## config.mk

```make
export PLATFORM = sky130hd
export DESIGN_NAME = sstv_frame_seq
export DESIGN_NICKNAME = d
export VERILOG_FILES = /design/src/rtl/sstv_pkg.sv /design/src/rtl/sstv_tick_timer.sv /design/src/rtl/sstv_frame_seq.sv
export SDC_FILE = /design/constraint.sdc
export NUM_CORES = 1
export LEC_CHECK = 0
export ABC_AREA = 1
export CAP_MARGIN = 20
export CORE_UTILIZATION = 30
export CTS_CLUSTER_SIZE = 20
export DETAILED_ROUTE_END_ITERATION = 8
export PLACE_DENSITY = 0.46
export RECOVER_POWER = 50
export SETUP_SLACK_MARGIN = 0.15
export SLEW_MARGIN = 20
export SYNTH_ARGS = -nofsm -noshare
export SYNTH_HDL_FRONTEND = slang
export SYNTH_HIERARCHICAL = 1
export SYNTH_SLANG_ARGS = --single-unit
```

## constraint.sdc

```tcl
create_clock -name i_clk -period 3.9 [get_ports i_clk]
set_input_delay 1.17 -clock i_clk [delete_from_list [all_inputs] [get_ports i_clk]]
set_output_delay 1.17 -clock i_clk [all_outputs]
set_load 0.03 [all_outputs]
```

## src/rtl/sstv_pkg.sv

```systemverilog
// Shared constants, state encoding and mode timing lookup for the SSTV frame sequencer.
package sstv_pkg;

  localparam int unsigned TICK_W       = 32;
  localparam int unsigned FREQ_W       = 12;
  localparam int unsigned VIS_W        = 7;
  localparam int unsigned MODE_W       = 2;
  localparam int unsigned CHAN_W       = 2;
  localparam int unsigned X_W          = 9;
  localparam int unsigned Y_W          = 8;
  localparam int unsigned PIX_PER_CHAN = 320;

  typedef enum logic [6:0] {
    S_IDLE   = 7'b000_0001,
    S_LOOKUP = 7'b000_0010,
    S_SYNC   = 7'b000_0100,
    S_PORCH  = 7'b000_1000,
    S_SCAN   = 7'b001_0000,
    S_FINISH = 7'b010_0000,
    S_DRAIN  = 7'b100_0000
  } state_t;

  localparam logic [MODE_W-1:0] MODE_M1 = 2'd0;
  localparam logic [MODE_W-1:0] MODE_S1 = 2'd1;

  localparam logic [VIS_W-1:0] VIS_M1 = 7'd44;
  localparam logic [VIS_W-1:0] VIS_S1 = 7'd60;

  localparam logic [FREQ_W-1:0] FREQ_1200HZ = 12'd1200;

  localparam logic [TICK_W-1:0] M1_SYNC_REAL  = 32'd486_200;
  localparam logic [TICK_W-1:0] M1_SYNC_SIM   = 32'd486;
  localparam logic [TICK_W-1:0] M1_PORCH_REAL = 32'd57_200;
  localparam logic [TICK_W-1:0] M1_PORCH_SIM  = 32'd57;
  localparam logic [TICK_W-1:0] M1_PIXEL_REAL = 32'd45_760;
  localparam logic [TICK_W-1:0] M1_PIXEL_SIM  = 32'd45;
  localparam logic [TICK_W-1:0] S1_SYNC_REAL  = 32'd900_000;
  localparam logic [TICK_W-1:0] S1_SYNC_SIM   = 32'd900;
  localparam logic [TICK_W-1:0] S1_PORCH_REAL = 32'd150_000;
  localparam logic [TICK_W-1:0] S1_PORCH_SIM  = 32'd150;
  localparam logic [TICK_W-1:0] S1_PIXEL_REAL = 32'd43_200;
  localparam logic [TICK_W-1:0] S1_PIXEL_SIM  = 32'd43;

  typedef enum logic [1:0] {TK_SYNC, TK_PORCH, TK_PIXEL, TK_SCAN} tick_kind_t;

  // Tick length of one schedule segment for a mode; SCAN covers a whole channel.
  function automatic logic [TICK_W-1:0] mode_ticks(input logic [MODE_W-1:0] mode,
                                                   input logic sim,
                                                   input tick_kind_t kind);
    logic [TICK_W-1:0] sync_t;
    logic [TICK_W-1:0] porch_t;
    logic [TICK_W-1:0] pix_t;
    logic [TICK_W-1:0] t;
    if (mode == MODE_S1) begin
      sync_t  = sim ? S1_SYNC_SIM  : S1_SYNC_REAL;
      porch_t = sim ? S1_PORCH_SIM : S1_PORCH_REAL;
      pix_t   = sim ? S1_PIXEL_SIM : S1_PIXEL_REAL;
    end else begin
      sync_t  = sim ? M1_SYNC_SIM  : M1_SYNC_REAL;
      porch_t = sim ? M1_PORCH_SIM : M1_PORCH_REAL;
      pix_t   = sim ? M1_PIXEL_SIM : M1_PIXEL_REAL;
    end
    case (kind)
      TK_SYNC:  t = sync_t;
      TK_PORCH: t = porch_t;
      TK_PIXEL: t = pix_t;
      default:  t = TICK_W'(PIX_PER_CHAN) * pix_t;
    endcase
    return t;
  endfunction

endpackage

```

## src/rtl/sstv_tick_timer.sv

```systemverilog
// Loadable down-counter: done flags the last tick of a segment, mid flags tick len/2.
module sstv_tick_timer
  import sstv_pkg::*;
(
  input  logic              i_clk,
  input  logic              i_reset,
  input  logic              i_load,
  input  logic [TICK_W-1:0] i_len,
  output logic              o_mid_c,
  output logic              o_done_c
);

  logic [TICK_W-1:0] r_cnt;
  logic [TICK_W-1:0] r_mid_cnt;

  // Count value c corresponds to elapsed tick (len - c + 1).
  always_ff @(posedge i_clk or posedge i_reset) begin
    if (i_reset) begin
      r_cnt     <= '0;
      r_mid_cnt <= '0;
    end else if (i_load) begin
      r_cnt     <= i_len;
      r_mid_cnt <= i_len - (i_len >> 1) + TICK_W'(1);
    end else if (r_cnt != '0) begin
      r_cnt <= r_cnt - TICK_W'(1);
    end
  end

  assign o_done_c = (r_cnt == TICK_W'(1));
  assign o_mid_c  = (r_cnt != '0) && (r_cnt == r_mid_cnt);

endmodule

```

## src/rtl/sstv_frame_seq.sv

```systemverilog
// SSTV frame sequencer: picks mode timing from the VIS code, walks SYNC/PORCH/SCAN
// per line, emits pixel strobes and supervises sync, requesting recalibration at frame end.
module sstv_frame_seq
  import sstv_pkg::*;
#(
  parameter int          simulate = 0,
  parameter int unsigned LINES    = 256
) (
  input  logic              i_clk,
  input  logic              i_reset,
  input  logic [FREQ_W-1:0] i_freq,
  input  logic [VIS_W-1:0]  i_vis_code,
  input  logic              i_vis_valid,
  output logic              o_busy,
  output logic [MODE_W-1:0] o_mode_id,
  output logic              o_pixel_strobe,
  output logic [CHAN_W-1:0] o_pixel_chan,
  output logic [X_W-1:0]    o_pixel_x,
  output logic [Y_W-1:0]    o_line_y,
  output logic              o_frame_done,
  output logic              o_frame_abort,
  output logic              o_cal_restart
);

  localparam logic           SIM       = (simulate != 0);
  localparam logic [Y_W-1:0] LAST_LINE = Y_W'(LINES - 1);
  localparam logic [X_W-1:0] LAST_X    = X_W'(PIX_PER_CHAN - 1);

  state_t              r_state;
  logic [MODE_W-1:0]   r_mode;
  logic [CHAN_W-1:0]   r_chan;
  logic [X_W-1:0]      r_x;
  logic [Y_W-1:0]      r_line;
  logic [1:0]          r_miss;
  logic                r_busy;
  logic                r_strobe;
  logic                r_done;
  logic                r_abort;
  logic                r_cal;

  logic                w_supported;
  logic [MODE_W-1:0]   w_lookup_mode;
  logic                w_timed;
  logic [TICK_W-1:0]   w_st_len;
  logic                w_st_load;
  logic                w_st_mid;
  logic                w_st_done;
  logic [TICK_W-1:0]   w_px_len;
  logic                w_px_load;
  logic                w_px_mid;
  logic                w_px_done;
  logic                w_sync_bad;
  logic                w_sync_fail;

  assign w_supported   = (i_vis_code == VIS_M1) || (i_vis_code == VIS_S1);
  assign w_lookup_mode = (i_vis_code == VIS_S1) ? MODE_S1 : MODE_M1;
  assign w_timed       = (r_state == S_SYNC) || (r_state == S_PORCH) || (r_state == S_SCAN);

  // Length of the segment entered on the next state-timer load.
  always_comb begin
    w_st_len = mode_ticks(r_mode, SIM, TK_SYNC);
    case (r_state)
      S_LOOKUP: w_st_len = mode_ticks(w_lookup_mode, SIM, TK_SYNC);
      S_SYNC:   w_st_len = mode_ticks(r_mode, SIM, TK_PORCH);
      S_PORCH:  w_st_len = mode_ticks(r_mode, SIM, TK_SCAN);
      S_SCAN:   w_st_len = (r_chan == CHAN_W'(2)) ? mode_ticks(r_mode, SIM, TK_SYNC)
                                                  : mode_ticks(r_mode, SIM, TK_PORCH);
      default:  ;
    endcase
  end

  assign w_st_load = (r_state == S_LOOKUP) || (w_timed && w_st_done);
  assign w_px_len  = mode_ticks(r_mode, SIM, TK_PIXEL);
  assign w_px_load = ((r_state == S_PORCH) && w_st_done) || ((r_state == S_SCAN) && w_px_done);

  sstv_tick_timer u_state_timer (
    .i_clk    (i_clk),
    .i_reset  (i_reset),
    .i_load   (w_st_load),
    .i_len    (w_st_len),
    .o_mid_c  (w_st_mid),
    .o_done_c (w_st_done)
  );

  sstv_tick_timer u_pixel_timer (
    .i_clk    (i_clk),
    .i_reset  (i_reset),
    .i_load   (w_px_load),
    .i_len    (w_px_len),
    .o_mid_c  (w_px_mid),
    .o_done_c (w_px_done)
  );

  // Third consecutive missed sync tone at the mid-check loses the frame.
  assign w_sync_bad  = (i_freq != FREQ_1200HZ);
  assign w_sync_fail = (r_state == S_SYNC) && w_st_mid && w_sync_bad && (r_miss == 2'd2);

  always_ff @(posedge i_clk or posedge i_reset) begin
    if (i_reset) begin
      r_state  <= S_IDLE;
      r_mode   <= '0;
      r_chan   <= '0;
      r_x      <= '0;
      r_line   <= '0;
      r_miss   <= '0;
      r_busy   <= 1'b0;
      r_strobe <= 1'b0;
      r_done   <= 1'b0;
      r_abort  <= 1'b0;
      r_cal    <= 1'b0;
    end else begin
      r_strobe <= 1'b0;
      r_done   <= 1'b0;
      r_abort  <= 1'b0;
      r_cal    <= 1'b0;
      case (r_state)
        S_IDLE: begin
          if (i_vis_valid) begin
            r_state <= S_LOOKUP;
            r_busy  <= 1'b1;
          end
        end
        S_LOOKUP: begin
          if (w_supported) begin
            r_mode  <= w_lookup_mode;
            r_chan  <= '0;
            r_x     <= '0;
            r_line  <= '0;
            r_miss  <= '0;
            r_state <= S_SYNC;
          end else begin
            r_abort <= 1'b1;
            r_cal   <= 1'b1;
            r_busy  <= 1'b0;
            r_state <= S_DRAIN;
          end
        end
        S_SYNC: begin
          if (w_sync_fail) begin
            r_miss  <= r_miss + 2'd1;
            r_abort <= 1'b1;
            r_cal   <= 1'b1;
            r_busy  <= 1'b0;
            r_state <= S_DRAIN;
          end else if (!i_vis_valid) begin
            r_busy  <= 1'b0;
            r_state <= S_IDLE;
          end else begin
            if (w_st_mid) r_miss <= w_sync_bad ? (r_miss + 2'd1) : 2'd0;
            if (w_st_done) r_state <= S_PORCH;
          end
        end
        S_PORCH: begin
          if (!i_vis_valid) begin
            r_busy  <= 1'b0;
            r_state <= S_IDLE;
          end else if (w_st_done) begin
            r_state <= S_SCAN;
          end
        end
        S_SCAN: begin
          if (!i_vis_valid) begin
            r_busy  <= 1'b0;
            r_state <= S_IDLE;
          end else begin
            if (w_px_mid) r_strobe <= 1'b1;
            if (w_st_done) begin
              r_x <= '0;
              if (r_chan == CHAN_W'(2)) begin
                r_chan <= '0;
                if (r_line == LAST_LINE) begin
                  r_state <= S_FINISH;
                end else begin
                  r_line  <= r_line + Y_W'(1);
                  r_state <= S_SYNC;
                end
              end else begin
                r_chan  <= r_chan + CHAN_W'(1);
                r_state <= S_PORCH;
              end
            end else if (w_px_done) begin
              r_x <= (r_x == LAST_X) ? '0 : r_x + X_W'(1);
            end
          end
        end
        S_FINISH: begin
          r_done  <= 1'b1;
          r_cal   <= 1'b1;
          r_busy  <= 1'b0;
          r_state <= S_DRAIN;
        end
        S_DRAIN: begin
          if (!i_vis_valid) r_state <= S_IDLE;
        end
        default: begin
          r_busy  <= 1'b0;
          r_state <= S_IDLE;
        end
      endcase
    end
  end

  assign o_busy         = r_busy;
  assign o_mode_id      = r_mode;
  assign o_pixel_strobe = r_strobe;
  assign o_pixel_chan   = r_chan;
  assign o_pixel_x      = r_x;
  assign o_line_y       = r_line;
  assign o_frame_done   = r_done;
  assign o_frame_abort  = r_abort;
  assign o_cal_restart  = r_cal;

endmodule

```

==> impl_metrics.ini, run 1 <==
[synthesis]
ys_types = 54
syn_inst = 2271
synth_area_um2 = 15200
synthArstFlopShare_pct = 100
synthTopCellsByArea = dfrtp_1 26%, nand2_1 18%, ha_1 11%, inv_1 8.9%, nor2_1 5.4%
yosysWarnings = 6
synth_ff_type = dfrtp_1
synth-seq-cells = 162
synth_top_area_cell = dfrtp_1
avgSynthCellArea_um2 = 6.70
yosys.area.top_type_share_pct = 26.5
synth-edff-count = 0
yosysSeqAreaShare_pct = 26.6

[global_route]
gr-total-overflow = 0
first_global_vias = 14167
grt_pass1_wl_mm = 74.6
grt_start_max_net_pins = 43
antenna_found_initial = 0
grtUsageTotal_pct = 18.5

[power]
pwr-share-seq_pct = 31.6
powerDensity_nw_per_um2 = 429
power_w = 0.00793
p_int_w = 0.00459
clkPwrFrac_pct = 22.6
ir_worst_vdd_mv = 0.271
p_comb_share_pct = 45.8
switching_share_pct = 42.2
power.leakage_nw = 9.32
p_sw_w = 0.00334

[sta]
max_clock_freq_mhz = 278
rsz0062_at_grt = false
fin_crit_ps = 3600
slew_violations = 29
slew_headroom_pct = -6.71
setup_viol = 0
skew_ps = 15.2
fin_hold_ws_ps = 491
period_share_pct = 92.3
worst_pin_slew_ps = 1600
hold_viol = 0

[drt]
viasPerCell = 4.50
totalWireLength_mm = 46.1
drtIter0Drc = 784
dr.pass1.iters = 5
remaining_drc_errors = 0
num_vias = 14246
drtAntennaViolNets = 0
wl_per_cell_um = 14.6

[run_status]
status = finished, violations left
violations = max-capacitance violations, max-slew violations

[die]
core_area_um2 = 50100
ioPinCount = 48
initial_core_util_pct = 30.4
die-area_um2 = 51600
rows = 82
die_y_um = 227
die-width_um = 227

[clocking]
cts_tree = yes
path_clk_slew_ps = 70
cts_buffers = 17
cts_buffer_depth = 2
cts_sinks = 162
htree_levels = 4
cts_root_buffer = clkbuf_16
clock_latency_ps = 460
cts_hold_buf = 0

[setup_path]
worstSetupPathType = in2reg
cp_max_fo = 5
start_kind = input pin
crit_required_ps = 4250
critPathArrivalTime_ps = 3950
cp-end-kind = flip-flop

[finish]
areaGrowthSynthToFinish_pct = 21.5
layout_commonest_cell = nand2_1
drive_gt1_share_pct = 14.0
final_cell_mix = 706 x nand2_1, 349 x inv_1, 206 x nor2_1
stdcell_area_um2 = 18500
final_util_pct = 36.9
num_antenna_cells = 0
final_nets = 2639

[min_path]
min_path_type = reg2reg

[placed_design]
place_congestion = 0.884
hpwl_mm = 36.8
portBuffers = 46
post_dp_cell_area_um2 = 17300

[flow_run]
drv_cap = 1
[area by class of cell]
cell class	instances	area, um^2
inverter	375	1420
fill	5410	31600
tap	672	841
clock buffer	20	457
multi-input combinational	1786	10400
clock inverter	12	144
sequential	162	4060
timing repair buffer	137	1140
[final timing paths]
kind,slack (ps),from,cells past startpoint,endpoint
max,300,i_vis_code[6],19,u_state_timer/r_mid_cnt[20]
min,490,r_miss[0],2,r_miss[0]
max reg2reg,370,r_state[0],19,u_state_timer/r_mid_cnt[20]
min reg2reg,490,r_miss[0],2,r_miss[0]
max in group asynchronous,610,i_reset,3,u_state_timer/r_cnt[29]
min in group asynchronous,1190,i_reset,2,o_pixel_strobe
[Yosys cell counts (3+ instances only)]
cell	number
nand3b_1	15
nor2_1	218
dfrtp_1	161
buf_1	5
o22ai_2	26
o22ai_1	21
nand3_1	149
nor3_1	23
o211ai_1	3
buf_2	5
inv_2	12
buf_4	3
nor2_2	16
o21bai_1	5
xnor2_1	90
a21oi_1	39
ha_1	136
or2_2	12
nand4_1	33
nand2_4	4
xor2_1	42
nand2_2	21
nor3b_1	3
o21ai_1	24
o21ai_0	32
nor4_1	3
nand3_2	5
nor2_4	10
o21ai_2	12
o2111ai_1	3
clkbuf_1	14
buf_12	4
inv_1	362
buf_6	3
nand2_1	729
[power by group through the flow]
stage | Sequential (W) | Clock (W) | Combinational [W]
global placement | 0.00253 | 0 | 0.00320
finish | 0.00251 | 0.00179 | 0.00363
global route | 0.00256 | 0.00191 | 0.00407
floorplan | 0.00246 | 0 | 0.00232
detailed placement | 0.00253 | 0 | 0.00322
CTS | 0.00251 | 0.00184 | 0.00329
[flip-flops by register name, summed over array words and instances (netlist names)]
register / count
o_mode_id: 1
r_state: 7
u_state_timer/r_cnt: 32
o_cal_restart: 1
u_pixel_timer/r_cnt: 32
o_line_y: 8
o_frame_abort: 1
o_pixel_strobe: 1
o_frame_done: 1
u_state_timer/r_mid_cnt: 32
o_pixel_x: 9
o_busy: 1
r_miss: 2
o_pixel_chan: 2
u_pixel_timer/r_mid_cnt: 32
[cell families (layout without fill, tap and decap cells)]
logic type / count (synthesis) / count (layout) / share of synthesized area, %
AO/OA/AOI/OAI: 176 / 176 / 8.00
XOR/XNOR: 132 / 132 / 7.59
adder cells (fa/ha/maj): 138 / 138 / 11.4
buffers and inverters: 409 / 544 / 10.8
flip-flops: 162 / 162 / 26.6
other: 2 / 88 / 0.0493
AND/OR/NAND/NOR: 1252 / 1252 / 35.5
[worst max-delay path, stage by stage]
cell             delay, ps
clkdlybuf4s50_1        430
nor2_1                 190
nand3_4                130
nor2_1                 150
inv_2                   60
buf_4                  140
nand4_1                220
inv_2                   90
ha_4                   230
ha_4                   300
nand2_4                 70
nor2_4                 120
inv_2                   60
nor2_4                 110
nand4_1                170
nand3_1                130
nand2_1                 50
nand3_1                 70
nand2_1                 60
[through the flow]
stage	std cells	worst slack, ps	TNS, ps
6_report	3164	301	0
5_1_grt	3164	101	0
4_1_cts	3158	152	0
3_5_place_dp	3125	-535	-9840
3_3_place_gp	3125	-505	-8640
2_1_floorplan	2357	470	0
[metal layers]
layer	track usage, %	wire length, um	up-vias
met2	31.2	21400	161
met4	5.65	925	0
met5	0	0	-
li1	-	-	7461
met3	1.90	959	55
met1	24.9	22800	6569
[what timing repair did]
item / 4_1_cts / 5_1_grt
gates cloned: 0 / 0
gates resized for setup: 16 / 113
buffers inserted: 1 / 6
endpoints found under the setup margin: 18 / 24
pin swaps: 3 / 34
(Power assumes the default switching activity.)
==> run 2, diff against run 1 <==
--- a/config.mk
+++ b/config.mk
@@ -13,7 +13,7 @@
 export PLACE_DENSITY = 0.46
 export RECOVER_POWER = 50
 export SETUP_SLACK_MARGIN = 0.15
-export SLEW_MARGIN = 20
+export SLEW_MARGIN = 10
 export SYNTH_ARGS = -nofsm -noshare
 export SYNTH_HDL_FRONTEND = slang
 export SYNTH_HIERARCHICAL = 1
==> results of run 2 <==
Final layout, timing and power as in run 1 (identical DEF).
==> run 3, diff against run 2 <==
--- a/config.mk
+++ b/config.mk
@@ -6,13 +6,13 @@
 export NUM_CORES = 1
 export LEC_CHECK = 0
 export ABC_AREA = 1
-export CAP_MARGIN = 20
 export CORE_UTILIZATION = 30
 export CTS_CLUSTER_SIZE = 20
 export DETAILED_ROUTE_END_ITERATION = 8
-export PLACE_DENSITY = 0.46
+export DONT_BUFFER_PORTS = 1
+export PLACE_DENSITY = 0.45
 export RECOVER_POWER = 50
-export SETUP_SLACK_MARGIN = 0.15
+export SETUP_SLACK_MARGIN = 0.5
 export SLEW_MARGIN = 10
 export SYNTH_ARGS = -nofsm -noshare
 export SYNTH_HDL_FRONTEND = slang
==> run 3 against run 2 <==
Net effect:
- highest routed layer unchanged
- register-to-register slack better by 120 ps
- clock power is 7% lower
- final cell count is 2.1% lower
- via count fell by 1.7%
- flip-flop and latch count stayed put
- critical endpoint is now u_state_timer/r_mid_cnt[28]
- critical path type is now reg2reg
- combinational power is 7.4% lower
- utilization shrank 1.4 points
- the flow now finishes without violations
==> impl_metrics.ini, run 3 (same netlist as run 1, synthesis figures left out) <==
[finish]
fin_cells = 3098
layout_commonest_cell = nand2_1
multi_input_area_um2 = 10300
stdcell_area_um2 = 17800
num_antenna_cells = 0
seq_area_um2 = 4060
final_cell_mix = 712 x nand2_1, 351 x inv_1, 205 x nor2_1
fill_cells = 5550
drive_gt1_share_pct = 12.9
areaGrowthSynthToFinish_pct = 16.8
final_nets = 2573

[setup_path]
r2r_slack_ps = 490
start_kind = flip-flop
critPathMaxStageDelay_ps = 420
crit_required_ps = 4250
cpMostUsedCell = nand2_1
cp_max_fo = 5
rr_endpoint = u_state_timer/r_mid_cnt[28]
worstSetupPathType = reg2reg
critPathArrivalTime_ps = 3760
rr_startpoint = r_state[2]
cp-end-kind = flip-flop
reg2regPathDepth = 20
cp_slowest_cell = dfrtp_1
crit_path_start = r_state[2]
crit_chain = nor2_4 > nand3_2 > nor2_1 > buf_4 > nor2_4 > nand2_2 > nand4_1 > buf_4 > ha_1 > ha_4 > nand2_1 > inv_1 > nand2_1 > nor3_2 > and2_1 > nand2_1 > nand2_1 > nand2_1 > nand3_1 > nand2_1
crit_end = u_state_timer/r_mid_cnt[28]

[placed_design]
portBuffers = 0
place_congestion = 0.906
place_inst = 3036
hpwl_mm = 36.7
post_dp_cell_area_um2 = 16500

[die]
die-area_um2 = 51600
ioPinCount = 48
die-width_um = 227
rows = 82
die_y_um = 227
initial_core_util_pct = 30.4
core_area_um2 = 50100

[drt]
wirelength_met1_mm = 22.4
viasPerCell = 4.52
routed.top_layer = met4
dr.pass1.iters = 5
remaining_drc_errors = 0
totalWireLength_mm = 46.2
wl_per_cell_um = 14.9
wl_met2_mm = 21.5
num_vias = 14002
drtAntennaViolNets = 0
drtIter0Drc = 690
wl_met3_mm = 1.17

[sta]
period_share_pct = 87.6
skew_ps = 13.8
setup_tns_ps = 0
setup_viol = 0
slew_violations = 0
worst_pin_slew_ps = 1310
fin_hold_ws_ps = 495
slew_headroom_pct = 12.6
rsz0062_at_grt = true
max_clock_freq_mhz = 293
fin_crit_ps = 3410
hold_viol = 0

[clocking]
clock_latency_ps = 470
cts_root_buffer = clkbuf_16
htree_levels = 4
cts_tree = yes
path_clk_slew_ps = 70
cts_buffers = 17
cts_hold_buf = 0
cts_buffer_depth = 2
cts_sinks = 162

[power]
clkPwrFrac_pct = 21.8
power.leakage_nw = 8.97
p_comb_share_pct = 44.4
p_sw_w = 0.00333
powerDensity_nw_per_um2 = 427
switching_share_pct = 43.9
ir_worst_vdd_mv = 0.192
p_int_w = 0.00426
power_w = 0.00759
pwr-share-seq_pct = 33.8

[flow_run]
drv_cap = 0

[global_route]
grt_pass1_wl_mm = 74.8
gr-total-overflow = 0
grt_start_max_net_pins = 50
grtUsageTotal_pct = 18.7
antenna_found_initial = 0
first_global_vias = 14012

[run_status]
status = completed

[min_path]
min_path_type = reg2reg
## run 3: cell types whose count changed in the layout (fill, tap and decap cells not counted), moves of 4 or more
cell / delta
clkdlybuf4s50_1: -43
buf_4: -24
nand2_1: +6
nand2_2: -6
nand3_1: +6
ha_4: -5
nand3_2: -4
## run 3: how the worst min path moves through the flow
stage | slack, ps | end | from | cells past startpoint
after CTS | 500 | u_state_timer/r_mid_cnt[0] | u_state_timer/r_mid_cnt[0] | 2
after floorplan | 450 | r_miss[0] | r_miss[0] | 2
after detailed placement | 480 | u_state_timer/r_mid_cnt[0] | u_state_timer/r_mid_cnt[0] | 2
after global placement | 470 | r_miss[0] | r_miss[0] | 2
after global routing | 520 | u_state_timer/r_mid_cnt[0] | u_state_timer/r_mid_cnt[0] | 2
final | 490 | u_state_timer/r_mid_cnt[0] | u_state_timer/r_mid_cnt[0] | 2
## run 3: area by class of cell
| type | instances | area share, % |
|---|---|---|
| flip-flops and latches | 162 | 22.8 |
| repair buffers | 71 | 3.22 |
| clock buffers | 18 | 2.41 |
| multi-input cells | 1786 | 58.1 |
| inverters | 375 | 7.98 |
| well taps | 672 | 4.73 |
| clock inverters | 14 | 0.711 |
## run 3: per-stage QoR
stage | setup slack (ps) | util, %
5_1_grt | 271 | 35.5
2_1_floorplan | 500 | -
3_3_place_gp | 30.6 | 33.0
3_5_place_dp | 11.0 | 33.0
6_report | 485 | 35.5
4_1_cts | 513 | 34.4
## run 3: power groups by stage
stage	clock network (W)	logic [W]	registers, W
floorplan	0	0.00235	0.00246
global placement	0	0.00297	0.00260
global route	0.00177	0.00381	0.00262
finish	0.00166	0.00336	0.00257
detailed placement	0	0.00299	0.00259
CTS	0.00172	0.00305	0.00257
## run 3: what timing repair did
action	CTS	global route
cloned	0	1
buffers inserted	8	21
gates resized for setup	11	99
pin swaps	3	32
setup endpoints to repair	21	24
## run 3: routing by layer
layer  GRT usage, %  up-vias
li1               -     7321
met1           24.8     6402
met2           31.5      219
met3           1.90       60
met4           6.49        0
met5              0        -
## run 3: worst max-delay path, delay by kind of cell, from the launching register on
family | cells | cell delay [ps]
AND/OR/NAND/NOR | 15 | 1850
adder cells (fa/ha/maj) | 2 | 520
buffers and inverters | 3 | 500
flip-flops | 1 | 420
